`config.mk`:
```
export PLATFORM = sky130hd
export DESIGN_NAME = vehicle_light_ctrl_flat
export DESIGN_NICKNAME = d
export VERILOG_FILES = /design/src/rtl/vehicle_light_ctrl_if.sv /design/src/rtl/vehicle_light_ctrl.sv /design/src/flat_wrapper.sv
export SDC_FILE = /design/constraint.sdc
export NUM_CORES = 1
export LEC_CHECK = 0
export BUFFER_PORTS_ARGS = -buffer_cell sky130_fd_sc_hd__buf_4
export CAP_MARGIN = 20
export CORE_ASPECT_RATIO = 1.75
export CORE_MARGIN = 4
export CORE_UTILIZATION = 54
export DETAILED_ROUTE_END_ITERATION = 16
export PLACE_DENSITY = 0.72
export REMOVE_ABC_BUFFERS = 1
export SYNTH_ARGS = -nofsm -noshare
export SYNTH_HDL_FRONTEND = slang
export SYNTH_SLANG_ARGS = --single-unit
```
`constraint.sdc`:
```
create_clock -name clk -period 2.45 [get_ports clk]
set_input_delay 0.49 -clock clk [delete_from_list [all_inputs] [get_ports clk]]
set_output_delay 0.49 -clock clk [all_outputs]
set_load 0.03 [all_outputs]
```
`src/rtl/vehicle_light_ctrl_if.sv`:
```
// Signal bundle between the light controller and its environment (button, crosswalk unit, lamps).
// The controller uses the slave modport; the environment/testbench drives through master.
interface vehicle_light_ctrl_if;
  logic       ped_button;
  logic       ped_done;
  logic       car_green;
  logic       car_orange;
  logic       car_red;
  logic       ped_go;
  logic       req_pending;
  logic       timeout_err;
  logic [2:0] state_dbg;

  modport master (
    output ped_button, ped_done,
    input  car_green, car_orange, car_red, ped_go, req_pending, timeout_err, state_dbg
  );

  modport slave (
    input  ped_button, ped_done,
    output car_green, car_orange, car_red, ped_go, req_pending, timeout_err, state_dbg
  );
endinterface

```
`src/rtl/vehicle_light_ctrl.sv`:
```
// Vehicle/pedestrian crossing controller: Moore FSM sequenced by one shared 16-bit down-counter.
// Lamps and ped_go decode from the state register only, so an async reset drops them immediately.
module vehicle_light_ctrl #(
  parameter int TVALUE       = 4,
  parameter int GREEN_MULT   = 3,
  parameter int ORANGE_MULT  = 1,
  parameter int CLEAR_MULT   = 1,
  parameter int TIMEOUT_MULT = 4
) (
  input  logic                  clk,
  input  logic                  reset,
  vehicle_light_ctrl_if.slave   bus
);

  localparam logic [15:0] GREEN_LD   = 16'(GREEN_MULT * TVALUE - 1);
  localparam logic [15:0] ORANGE_LD  = 16'(ORANGE_MULT * TVALUE - 1);
  localparam logic [15:0] CLEAR_LD   = 16'(CLEAR_MULT * TVALUE - 1);
  localparam logic [15:0] TIMEOUT_LD = 16'(TIMEOUT_MULT * TVALUE - 1);

  typedef enum logic [2:0] {
    S_GREEN      = 3'd0,
    S_GREEN_HOLD = 3'd1,
    S_ORANGE     = 3'd2,
    S_CLEAR1     = 3'd3,
    S_PED_GRANT  = 3'd4,
    S_CLEAR2     = 3'd5
  } state_t;

  state_t      state_q, state_d;
  logic [15:0] cnt_q, cnt_d;
  logic        pend_q, pend_d;
  logic        terr_q, terr_d;
  logic        expired;

  always_ff @(posedge clk or negedge reset) begin
    if (!reset) begin
      state_q <= S_GREEN;
      cnt_q   <= GREEN_LD;
      pend_q  <= 1'b0;
      terr_q  <= 1'b0;
    end else begin
      state_q <= state_d;
      cnt_q   <= cnt_d;
      pend_q  <= pend_d;
      terr_q  <= terr_d;
    end
  end

  assign expired = (cnt_q == 16'd0);

  always_comb begin
    state_d = state_q;
    cnt_d   = cnt_q;
    terr_d  = terr_q;
    // The button is ignored during the grant; the clear on grant entry overrides this below.
    pend_d  = pend_q | (bus.ped_button && (state_q != S_PED_GRANT));
    case (state_q)
      S_GREEN: begin
        if (expired) begin
          if (pend_q) begin
            state_d = S_ORANGE;
            cnt_d   = ORANGE_LD;
          end else begin
            state_d = S_GREEN_HOLD;
          end
        end else begin
          cnt_d = cnt_q - 16'd1;
        end
      end
      S_GREEN_HOLD: begin
        if (pend_q) begin
          state_d = S_ORANGE;
          cnt_d   = ORANGE_LD;
        end
      end
      S_ORANGE: begin
        if (expired) begin
          state_d = S_CLEAR1;
          cnt_d   = CLEAR_LD;
        end else begin
          cnt_d = cnt_q - 16'd1;
        end
      end
      S_CLEAR1: begin
        if (expired) begin
          state_d = S_PED_GRANT;
          cnt_d   = TIMEOUT_LD;
          pend_d  = 1'b0;
        end else begin
          cnt_d = cnt_q - 16'd1;
        end
      end
      S_PED_GRANT: begin
        // ped_done wins over a coincident timeout, so no error is flagged then.
        if (bus.ped_done) begin
          state_d = S_CLEAR2;
          cnt_d   = CLEAR_LD;
        end else if (expired) begin
          state_d = S_CLEAR2;
          cnt_d   = CLEAR_LD;
          terr_d  = 1'b1;
        end else begin
          cnt_d = cnt_q - 16'd1;
        end
      end
      S_CLEAR2: begin
        if (expired) begin
          state_d = S_GREEN;
          cnt_d   = GREEN_LD;
        end else begin
          cnt_d = cnt_q - 16'd1;
        end
      end
      default: begin
        state_d = S_GREEN;
        cnt_d   = GREEN_LD;
      end
    endcase
  end

  assign bus.car_green   = (state_q == S_GREEN) || (state_q == S_GREEN_HOLD);
  assign bus.car_orange  = (state_q == S_ORANGE);
  assign bus.car_red     = (state_q == S_CLEAR1) || (state_q == S_PED_GRANT) || (state_q == S_CLEAR2);
  assign bus.ped_go      = (state_q == S_PED_GRANT);
  assign bus.req_pending = pend_q;
  assign bus.timeout_err = terr_q;
  assign bus.state_dbg   = state_q;

endmodule

```
`src/flat_wrapper.sv`:
```
// flat-port wrapper written by rule: the top's interface ports become plain ports
module vehicle_light_ctrl_flat 
#(
  parameter int TVALUE       = 4,
  parameter int GREEN_MULT   = 3,
  parameter int ORANGE_MULT  = 1,
  parameter int CLEAR_MULT   = 1,
  parameter int TIMEOUT_MULT = 4
)
  (clk, reset, bus_ped_button, bus_ped_done, bus_car_green, bus_car_orange, bus_car_red, bus_ped_go, bus_req_pending, bus_timeout_err, bus_state_dbg);
  vehicle_light_ctrl_if bus_i ();
  input  logic clk;
  input  logic reset;
  input wire logic [$bits(bus_i.ped_button)-1:0] bus_ped_button;
  input wire logic [$bits(bus_i.ped_done)-1:0] bus_ped_done;
  output wire logic [$bits(bus_i.car_green)-1:0] bus_car_green;
  output wire logic [$bits(bus_i.car_orange)-1:0] bus_car_orange;
  output wire logic [$bits(bus_i.car_red)-1:0] bus_car_red;
  output wire logic [$bits(bus_i.ped_go)-1:0] bus_ped_go;
  output wire logic [$bits(bus_i.req_pending)-1:0] bus_req_pending;
  output wire logic [$bits(bus_i.timeout_err)-1:0] bus_timeout_err;
  output wire logic [$bits(bus_i.state_dbg)-1:0] bus_state_dbg;
  assign bus_i.ped_button = bus_ped_button;
  assign bus_i.ped_done = bus_ped_done;
  assign bus_car_green = bus_i.car_green;
  assign bus_car_orange = bus_i.car_orange;
  assign bus_car_red = bus_i.car_red;
  assign bus_ped_go = bus_i.ped_go;
  assign bus_req_pending = bus_i.req_pending;
  assign bus_timeout_err = bus_i.timeout_err;
  assign bus_state_dbg = bus_i.state_dbg;
  vehicle_light_ctrl #(.TVALUE(TVALUE), .GREEN_MULT(GREEN_MULT), .ORANGE_MULT(ORANGE_MULT), .CLEAR_MULT(CLEAR_MULT), .TIMEOUT_MULT(TIMEOUT_MULT)) u_core (.clk(clk), .reset(reset), .bus(bus_i));
endmodule
```
Word-level counts from Yosys, hierarchy flattened
Index checks and enable logic that the tools add are counted.

word-level totals
  register bits after elaboration = 21
  input bits = 4
  output and inout port bits = 9
  logic and storage cells = 45

operators by class
  add/subtract/negate cells = 1
  equality and inequality tests = 12
  muxes and demuxes = 18
  bitwise operators = 2
  reduce and logical (&&, ||, !) cells = 8

operator list
  operator                                                                  count
  16-bit two-way mux                                                        6
  16-bit case mux with 6 select lines                                       1
  3-bit two-way mux                                                         7
  3-bit case mux with 6 select lines                                        1
  16-bit zero test                                                          1
  16-bit by 1-bit subtractor with 16-bit output (second input constant)     1
  2-bit by 1-bit inequality test with 1-bit output (second input constant)  5
  3-bit by 2-bit equality test with 1-bit output (second input constant)    2
  3-bit equality test (second input constant)                               2
  6-bit AND reduction                                                       1
  3-bit by 1-bit equality test with 1-bit output (second input constant)    1
  3-bit zero test                                                           1
  1-bit logical OR                                                          3
  3-bit by 2-bit inequality test with 1-bit output (second input constant)  1
  3-bit inequality test (second input constant)                             1
  3-bit AND reduction                                                       1
  1-bit two-way mux                                                         2
  2-bit two-way mux                                                         1
  1-bit logical AND                                                         1
  1-bit NOT                                                                 1
  1-bit bitwise OR                                                          1

Logic depth before layout (Yosys ltp)
Gate-level depths: netlist of the first run.

  depth in word-level cells = 5
  gate-level depth with buffers = 9
  depth with buffers taken out = 7

Least setup slack after synthesis of the first run
No wires, ideal clock.

  kind = register -> register
  start = register u_core.cnt_q[0]
  end = register u_core.cnt_q[14]
  setup time = 0.120 ns
  arrival time = 2.086 ns
  data required time = 2.330 ns
  setup slack = 0.244 ns
  stages on the path, launching flop included = 9
  buffers on the path = 1
  clock period less this slack = 2.206 ns
  path through = dfstp_2 -> inv_1 -> ha_1 -> or3b_1 -> buf_6 -> or4_4 -> or3_1 -> xor2_1 -> o21ai_2

on the way
  word-level cells in the longest chain between the ends = 4
  elaborated cells on any way between the ends = 8
  classes of those cells = add/sub (1); mux (6); reduce/logical (1)

RTL lines
  item                                                                               RTL line                                            text
  start: declaration                                                                 vehicle_light_ctrl.sv:30                            logic [15:0] cnt_q, cnt_d;
  start signal: assignment                                                           vehicle_light_ctrl.sv:43                            cnt_q <= cnt_d;
  16-bit by 1-bit subtractor with 16-bit output or 16-bit zero test (tied branches)  -
  16-bit two-way mux                                                                 vehicle_light_ctrl.sv:77, vehicle_light_ctrl.sv:98
  16-bit two-way mux                                                                 vehicle_light_ctrl.sv:95                            if (bus.ped_done) begin
  16-bit case mux with 6 select lines (*)                                            vehicle_light_ctrl.sv:57                            case (state_q)
  named net u_core.cnt_d[14]                                                         vehicle_light_ctrl.sv:30

The timed path passes the listed nets; every way through them passes the cells marked *.
A chain may end at the register's enable or synchronous reset.

Final worst setup path of the first run
  start = register u_core.cnt_q[1]
  end = register u_core.cnt_q[14]

Same word-level chain as after synthesis.

==> results of run 1 <==
layout make-up:
| class | count | area [um2] |
|---|---|---|
| fill | 202 | 756 |
| multi-input combinational | 105 | 648 |
| sequential | 21 | 529 |
| timing repair buffer | 18 | 135 |
| tap | 24 | 30.0 |
| clock buffer | 4 | 26.3 |
| inverter | 6 | 22.5 |
cells in the final DEF, fill, tap and decap left out, types with 4 or more instances in the layout:
cell	count
a21oi_1	10
or3_1	5
a21o_1	5
nand2_1	14
dfrtp_1	18
nand2b_1	4
inv_1	6
nor3_1	8
a31oi_1	7
buf_4	18
nor2_1	12
o21ai_1	5
worst max path at each step:
| stage | from | to | slack [ns] |
|---|---|---|---|
| global route | u_core.cnt_q[1] | u_core.cnt_q[14] | 0.02 |
| CTS | u_core.cnt_q[1] | u_core.cnt_q[14] | 0.11 |
| floorplan | u_core.cnt_q[0] | u_core.cnt_q[3] | 0.22 |
| global placement | u_core.cnt_q[0] | u_core.cnt_q[14] | 0.19 |
| finish | u_core.cnt_q[1] | u_core.cnt_q[14] | 0.12 |
| detailed placement | u_core.cnt_q[1] | u_core.cnt_q[14] | 0.12 |
stage by stage:
step | hold slack [ns] | instance area, um2 | cells | total power [W] | util, %
floorplan | 0.194 | 1200 | 132 | 0.000354 | -
global placement | 0.380 | 1370 | 174 | 0.000364 | 63.6
detailed placement | 0.387 | 1370 | 174 | 0.000365 | 63.6
CTS | 0.0457 | 1390 | 178 | 0.000530 | 64.8
global route | 0.0462 | 1390 | 178 | 0.000546 | 64.8
finish | 0.0505 | 1390 | 178 | 0.000522 | 64.8
worst max-delay path: stages (launching register included):
cell,delay (ns)
dfstp_2,0.38
inv_1,0.07
ha_1,0.18
or3b_1,0.49
or4_4,0.55
or3_1,0.33
xor2_1,0.17
o21ai_2,0.06
per-layer routing:
| layer | GRT usage, % | vias up | wire length (um) |
|---|---|---|---|
| met1 | 21.8 | 528 | 1110 |
| met3 | 2.29 | 4 | 83 |
| li1 | - | 530 | - |
| met5 | 0 | - | 0 |
| met4 | 10.4 | 0 | 34 |
| met2 | 36.7 | 21 | 1550 |
registers in the layout (all words and copies together), names as in the netlist:
register and count:
u_core.bus.timeout_err 1, u_core.cnt_q 16, u_core.bus.req_pending 1, u_core.bus.state_dbg 3
cells by family (layout without fill, tap and decap cells):
logic type,count (synthesis),after routing
AND/OR/NAND/NOR,57,57
AO/OA/AOI/OAI,41,41
flip-flops,21,21
buffers and inverters,12,28
XOR/XNOR,3,3
multiplexers,3,3
adder cells (fa/ha/maj),1,1
where the power goes:
group	switching, W	internal [W]	total, W
Clock	0.000101	0.0000633	0.000164
Sequential	0.0000000000000000000691	0.000347	0.000347
Combinational	0.00000716	0.00000377	0.0000109
Total	0.000108	0.000414	0.000522
==> flow_summary.yaml, run 1 <==
outcome:
  outcome: "finished clean"
timing:
  timing.final.ws_setup_ns: 0.119
  post-route-period-util_pct: 95.2
  setup_viol: 0
  max_freq_mhz: 429
  drv_slew: 0
  period_needed_ns: 2.33
  skew_ns: 0.00402
  final_hold_viol_count: 0
  worst_slew_pin_slew_ns: 0.546
  rsz0062_at_grt: "no"
  slew_headroom_pct: 63.3
  setup-tns-final_ns: 0
clock_tree:
  cts_resized: 0
  ctsHoldBuffers: 0
  cts_inserted_buffers: 3
  cts_tree: "yes"
  clkTransAtPathRegs_ns: 0.11
  cts_max_path_buffers: 2
  htree_levels: 1
  clkLatencyLatePin_ns: 0.30
  cts_root_buffer: "clkbuf_4"
  post-cts-setup-buffers: 0
  clock_sinks: 21
placement:
  port_buffers: 12
  gp_congestion: 0.812
  hpwlAfterDp_mm: 2.14
  preCtsSetupSlack_ns: 0.124
critical_path:
  critical_path_arrival_ns: 2.53
  worstRegToRegCells: 7
  path_max_fanout: 7
  crit_required_ns: 2.65
  critPathLaunchType: "flop"
  reg2reg_slack_ns: 0.12
  cp-end-kind: "flop"
  crit_type: "flop to flop"
  reg2reg_from: "u_core.cnt_q[1]"
  rr_endpoint: "u_core.cnt_q[14]"
grt:
  grt_start_max_net_pins: 22
  gr-total-overflow: 0
  grt_pass1_wl_mm: 4.89
  grt_pass1_vias: 1136
  grt_use_total_pct: 20.3
  antenna_found_initial: 0
logic_synthesis:
  synth-simple-area-share_pct: 25.4
  synthTopCellsByCount: "18 x dfrtp_1, 14 x nand2_1, 12 x nor2_1"
  yosys_register_bits: 21
  async_reset_ff_share_pct: 100
  avgSynthCellArea_um2: 8.92
  synthAdderAreaFrac_pct: 1.02
  synthesis.area_um2: 1230
  ys_types: 43
  synth-seq-area-share_pct: 43.0
  synthMuxAreaShare_pct: 2.44
  synth_top_family_by_area: "simple AND/OR/NAND/NOR gates"
  synth-compound-area-share_pct: 21.6
  yosys.area.top_type: "dfrtp_1"
  synth.top_cell.area_share_pct: 36.6
  synth_area_leaders: "dfrtp_1 37%, dfstp_2 6.4%, nand2_1 4.3%, a21oi_1 4.1%, nor2_1 3.7%"
  synth_ff_type: "dfrtp_1"
  postSynthCellCount: 138
  synth-xor-area-share_pct: 2.13
  ys_warn_count: 0
  synth.most_common_cell: "dfrtp_1"
  synth_edf_count: 0
floorplan:
  pin_count: 13
  placement_rows: 22
  coreArea_um2: 2150
  die-area_um2: 3140
  die_y_um: 71.2
  die_w_um: 44.1
  start_util_pct: 57.3
drt:
  drt_iter0_drc: 43
  ant_nets: 0
  drc: 0
  wl_per_cell_um: 15.6
  vias: 1083
  wl_mm: 2.77
  first_pass_iters: 4
  via_per_inst: 6.08
power:
  vdd_ir_drop_max_v: 0.000270
  power_leakage_nw: 0.629
  powerDensity_nw_per_um2: 375
cells_and_area:
  fin_nets: 160
  drive_gt1_share_pct: 19.5
  area_growth_pct: 13.0
  diodes: 0
worst_hold_path:
  hold_path_class: "primary input to asynchronous set/reset pin"
run:
  maxCapViolations: 0
No activity file was read; power rests on OpenSTA's default activity.
==> run 2, diff against run 1 <==
--- a/config.mk
+++ b/config.mk
@@ -7,11 +7,13 @@
 export LEC_CHECK = 0
 export BUFFER_PORTS_ARGS = -buffer_cell sky130_fd_sc_hd__buf_4
 export CAP_MARGIN = 20
+export CELL_PAD_IN_SITES_DETAIL_PLACEMENT = 1
+export CELL_PAD_IN_SITES_GLOBAL_PLACEMENT = 2
 export CORE_ASPECT_RATIO = 1.75
 export CORE_MARGIN = 4
-export CORE_UTILIZATION = 54
+export CORE_UTILIZATION = 38
 export DETAILED_ROUTE_END_ITERATION = 16
-export PLACE_DENSITY = 0.72
+export PLACE_DENSITY = 0.81
 export REMOVE_ABC_BUFFERS = 1
 export SYNTH_ARGS = -nofsm -noshare
 export SYNTH_HDL_FRONTEND = slang
==> constraint.sdc (replaced) <==
create_clock -name clk -period 3 [get_ports clk]
set_input_delay 0.6 -clock clk [delete_from_list [all_inputs] [get_ports clk]]
set_output_delay 0.6 -clock clk [all_outputs]
set_load 0.03 [all_outputs]
==> flow_summary.yaml, run 2 (synthesis gave the netlist of run 1 again) <==
clock_tree:
  clock_sinks: 21
  post-cts-setup-buffers: 0
  cts_inserted_buffers: 3
  cts_root_buffer: "clkbuf_8"
  htree_levels: 1
  cts_max_path_buffers: 2
  ctsHoldBuffers: 0
  clkTransAtPathRegs_ns: 0.08
  cts_tree: "yes"
  clkLatencyLatePin_ns: 0.27
  cts_resized: 0
power:
  p_sw_w: 0.000107
  power_leakage_nw: 0.614
  vdd_ir_drop_max_v: 0.000222
  clock_power_share_pct: 39.8
  seqPwrFrac_pct: 58.2
  powerDensity_nw_per_um2: 348
  power_frac_comb_pct: 1.9
  sw_frac_of_total_pct: 22.0
  p_int_w: 0.000379
grt:
  use_met3_pct: 2.33
  antenna_found_initial: 0
  grt_start_max_net_pins: 22
  grt_use_total_pct: 17.5
  grtUsageMet2_pct: 31.5
  grt_pass1_wl_mm: 5.64
  met1_usage_pct: 19.4
  gr-total-overflow: 0
  grt-busiest-layer: "met2"
  grt_pass1_vias: 1166
floorplan:
  die_w_um: 51.0
  pin_count: 13
  start_util_pct: 39.2
  placement_rows: 27
  coreArea_um2: 3140
  die_y_um: 83.3
  die-area_um2: 4250
timing:
  setup_viol: 0
  skew_ns: 0.00337
  timing.final.ws_setup_ns: 0.415
  slew_headroom_pct: 54.9
  post-route-period-util_pct: 86.2
  setup-tns-final_ns: 0
  final_hold_viol_count: 0
  worst_slew_pin_slew_ns: 0.677
  period_needed_ns: 2.59
  drv_slew: 0
  max_freq_mhz: 387
  rsz0062_at_grt: "no"
cells_and_area:
  final_cell_mix: "18 x dfrtp_1, 14 x nand2_1, 13 x buf_4, 12 x nor2_1, 10 x a21oi_1"
  seq_area_um2: 529
  fin_nets: 155
  n_fill_cell: 390
  diodes: 0
  area_growth_pct: 13.5
  multi_input_area_um2: 648
  top_register: "u_core.cnt_q"
  final_common_cell: "dfrtp_1"
  largest_reg_flops: 16
  drive_gt1_share_pct: 17.4
drt:
  first_pass_iters: 5
  drc: 0
  ant_nets: 0
  via_per_inst: 5.61
  vias: 1077
  drt_iter0_drc: 18
  wl_mm: 3.28
  wl_per_cell_um: 17.1
run:
  maxCapViolations: 0
critical_path:
  critPathLaunchType: "flop"
  cp-end-kind: "flop"
  cp_cell_sequence: "inv_1, ha_1, or3b_1, nor4_4, a21o_1, o211ai_1, a221o_1"
  cp.buffers_inverters: 1
  slowest_delay_ns: 0.49
  cp_top_family: "simple AND/OR/NAND/NOR gates"
  critical_path_arrival_ns: 2.79
  crit_type: "flop to flop"
  cp_slowest_cell: "or3b_1"
  crit_required_ns: 3.20
  path_max_fanout: 11
placement:
  preCtsSetupSlack_ns: 0.435
  port_buffers: 12
  hpwlAfterDp_mm: 2.50
  gp_congestion: 0.784
outcome:
  outcome: "finished clean"
worst_hold_path:
  hold_path_class: "primary input to asynchronous set/reset pin"
run 2: cell type report:
type	instances	area share, %
Clock buffer	3	2.95
Clock inverter	1	0.358
Inverter	6	1.61
Multi-Input combinational cell	105	46.4
Sequential cell	21	37.9
Tap cell	43	3.85
Timing Repair Buffer	13	6.98
run 2: power groups by stage:
stage	Sequential, W	Clock, W	Combinational [W]
after floorplan	0.000289	0	0.000000725
after global placement	0.000288	0	0.00000946
after detailed placement	0.000288	0	0.00000999
after CTS	0.000283	0.000200	0.0000100
after global routing	0.000283	0.000210	0.0000109
final	0.000283	0.000194	0.00000945
run 2: worst paths after layout:
kind,start,endpoint,slack [ns],cells after the start
max,u_core.cnt_q[0],u_core.cnt_q[3],0.41,7
min,reset,u_core.cnt_q[15],0.21,1
max reg2reg,u_core.cnt_q[0],u_core.cnt_q[3],0.41,7
min reg2reg,u_core.bus.timeout_err,u_core.bus.timeout_err,0.48,2
max in group asynchronous,reset,u_core.cnt_q[1],2.51,1
min in group clk,u_core.bus.timeout_err,u_core.bus.timeout_err,0.48,2
run 2: stage by stage:
step	std cells	hold slack, ns	cell area, um2	total power [W]	utilization [%]
finish	192	0.205	1400	0.000486	44.5
global placement	188	0.446	1350	0.000298	43.0
floorplan	132	0.304	1200	0.000289	-
detailed placement	188	0.462	1350	0.000298	43.0
CTS	192	0.212	1400	0.000493	44.5
global route	192	0.222	1400	0.000504	44.5
run 2: worst register-to-register path, delay by kind of cell, from the launching register on:
| family | cells | cell delay (ns) |
|---|---|---|
| simple gates | 2 | 0.96 |
| compound gates | 3 | 0.95 |
| flops | 1 | 0.39 |
| fa+ha+maj | 1 | 0.17 |
| buf+inv | 1 | 0.05 |
run 2: per-layer routing:
metal  vias up  wire length, um
met5         -                0
met4         0               66
met2        20             1810
met1       530             1320
li1        522                -
met3         5               86
==> run 3, diff against run 2 <==
--- a/config.mk
+++ b/config.mk
@@ -10,7 +10,7 @@
 export CELL_PAD_IN_SITES_DETAIL_PLACEMENT = 1
 export CELL_PAD_IN_SITES_GLOBAL_PLACEMENT = 2
 export CORE_ASPECT_RATIO = 1.75
-export CORE_MARGIN = 4
+export CORE_MARGIN = 8
 export CORE_UTILIZATION = 38
 export DETAILED_ROUTE_END_ITERATION = 16
 export PLACE_DENSITY = 0.81
==> flow_summary.yaml, run 3 (synthesis gave the netlist of run 1 again) <==
floorplan:
  die_y_um: 91.3
  start_util_pct: 39.6
  coreArea_um2: 3110
  die-area_um2: 5390
  die_w_um: 59.0
  placement_rows: 27
  pin_count: 13
grt:
  grt_start_max_net_pins: 22
  gr-total-overflow: 0
  grt_pass1_wl_mm: 5.70
  antenna_found_initial: 0
  grt_pass1_vias: 1185
  grt_use_total_pct: 13.4
critical_path:
  crit_required_ns: 3.19
  worstRegToRegCells: 7
  rr_endpoint: "u_core.cnt_q[3]"
  crit_type: "flop to flop"
  path_max_fanout: 11
  cp-end-kind: "flop"
  critical_path_arrival_ns: 2.73
  reg2reg_from: "u_core.cnt_q[1]"
  reg2reg_slack_ns: 0.46
  critPathLaunchType: "flop"
clock_tree:
  cts_root_buffer: "clkbuf_8"
  post-cts-setup-buffers: 0
  clkTransAtPathRegs_ns: 0.08
  ctsHoldBuffers: 0
  htree_levels: 1
  cts_tree: "yes"
  clock_sinks: 21
  clkLatencyLatePin_ns: 0.26
  cts_max_path_buffers: 2
  cts_inserted_buffers: 3
  cts_resized: 0
drt:
  vias: 1059
  first_pass_iters: 4
  drc: 0
  via_per_inst: 5.52
  wl_mm: 3.29
  drt_iter0_drc: 11
  wl_per_cell_um: 17.1
  ant_nets: 0
timing:
  slew_headroom_pct: 51.2
  worst_slew_pin_slew_ns: 0.733
  setup-tns-final_ns: 0
  timing.final.ws_setup_ns: 0.459
  period_needed_ns: 2.54
  skew_ns: 0.00286
  post-route-period-util_pct: 84.7
  final_hold_viol_count: 0
  setup_viol: 0
  max_freq_mhz: 394
  drv_slew: 0
  rsz0062_at_grt: "no"
cells_and_area:
  final_common_cell: "dfrtp_1"
  drive_gt1_share_pct: 17.4
  layoutNonFillerInstCount: 192
  area_growth_pct: 13.5
  top_register: "u_core.cnt_q"
  n_fill_cell: 390
  fin_nets: 155
  largest_reg_flops: 16
  multi_input_area_um2: 648
  seq_area_um2: 529
  diodes: 0
  final_cell_mix: "18 x dfrtp_1, 14 x nand2_1, 13 x buf_4, 12 x nor2_1, 10 x a21oi_1"
power:
  power_leakage_nw: 0.614
  powerDensity_nw_per_um2: 344
  vdd_ir_drop_max_v: 0.000187
  total_power_w: 0.000481
placement:
  port_buffers: 12
  dp.cells: 188
  hpwlAfterDp_mm: 2.53
  preCtsSetupSlack_ns: 0.478
  gp_congestion: 0.789
run:
  maxCapViolations: 0
outcome:
  outcome: "finished clean"
worst_hold_path:
  hold_path_class: "primary input to asynchronous set/reset pin"
[run 3: cell counts in the layout (fill, tap and decap cells not counted)]
No cell type changed its count.
[run 3: area by class of cell]
cell class / instances / area share (%)
Clock buffer: 3 / 2.95
Clock inverter: 1 / 0.358
Inverter: 6 / 1.61
Multi-Input combinational cell: 105 / 46.4
Sequential cell: 21 / 37.9
Tap cell: 43 / 3.85
Timing Repair Buffer: 13 / 6.98
[run 3: worst max path at each step]
stage / startpoint / to / slack, ns / cells after the start
3_3_place_gp: u_core.cnt_q[0] / u_core.cnt_q[3] / 0.58 / 7
4_1_cts: u_core.cnt_q[1] / u_core.cnt_q[3] / 0.43 / 7
6_report: u_core.cnt_q[1] / u_core.cnt_q[3] / 0.46 / 7
5_1_grt: u_core.cnt_q[1] / u_core.cnt_q[3] / 0.24 / 7
2_1_floorplan: u_core.cnt_q[0] / u_core.cnt_q[3] / 0.77 / 7
3_5_place_dp: u_core.cnt_q[1] / u_core.cnt_q[3] / 0.48 / 7
[run 3: per-stage QoR]
stage                     hold slack (ns)  instance area, um2  utilization [%]
after floorplan                     0.304                1200                -
after global placement              0.449                1350             43.5
after detailed placement            0.470                1350             43.5
after CTS                           0.218                1400             45.0
after global routing                0.228                1400             45.0
final                               0.215                1400             45.0
[run 3: layer usage]
metal	track usage, %	part of all wire [%]
met5	0	0
met1	14.7	41
met2	24.3	55
met3	1.69	1.8
met4	5.42	1.5
[run 3: where the power goes]
group	internal [W]	switching (W)
combinational	0.00000308	0.00000621
sequential	0.000283	0.0000000000000000000573
clock	0.0000925	0.0000960
total	0.000379	0.000102
[run 3: worst max-delay path: stages (launching register included)]
cell	delay (ns)
dfstp_2	0.37
inv_1	0.07
ha_1	0.17
or3b_1	0.48
nor4_4	0.45
a21o_1	0.43
o211ai_1	0.17
a221o_1	0.32
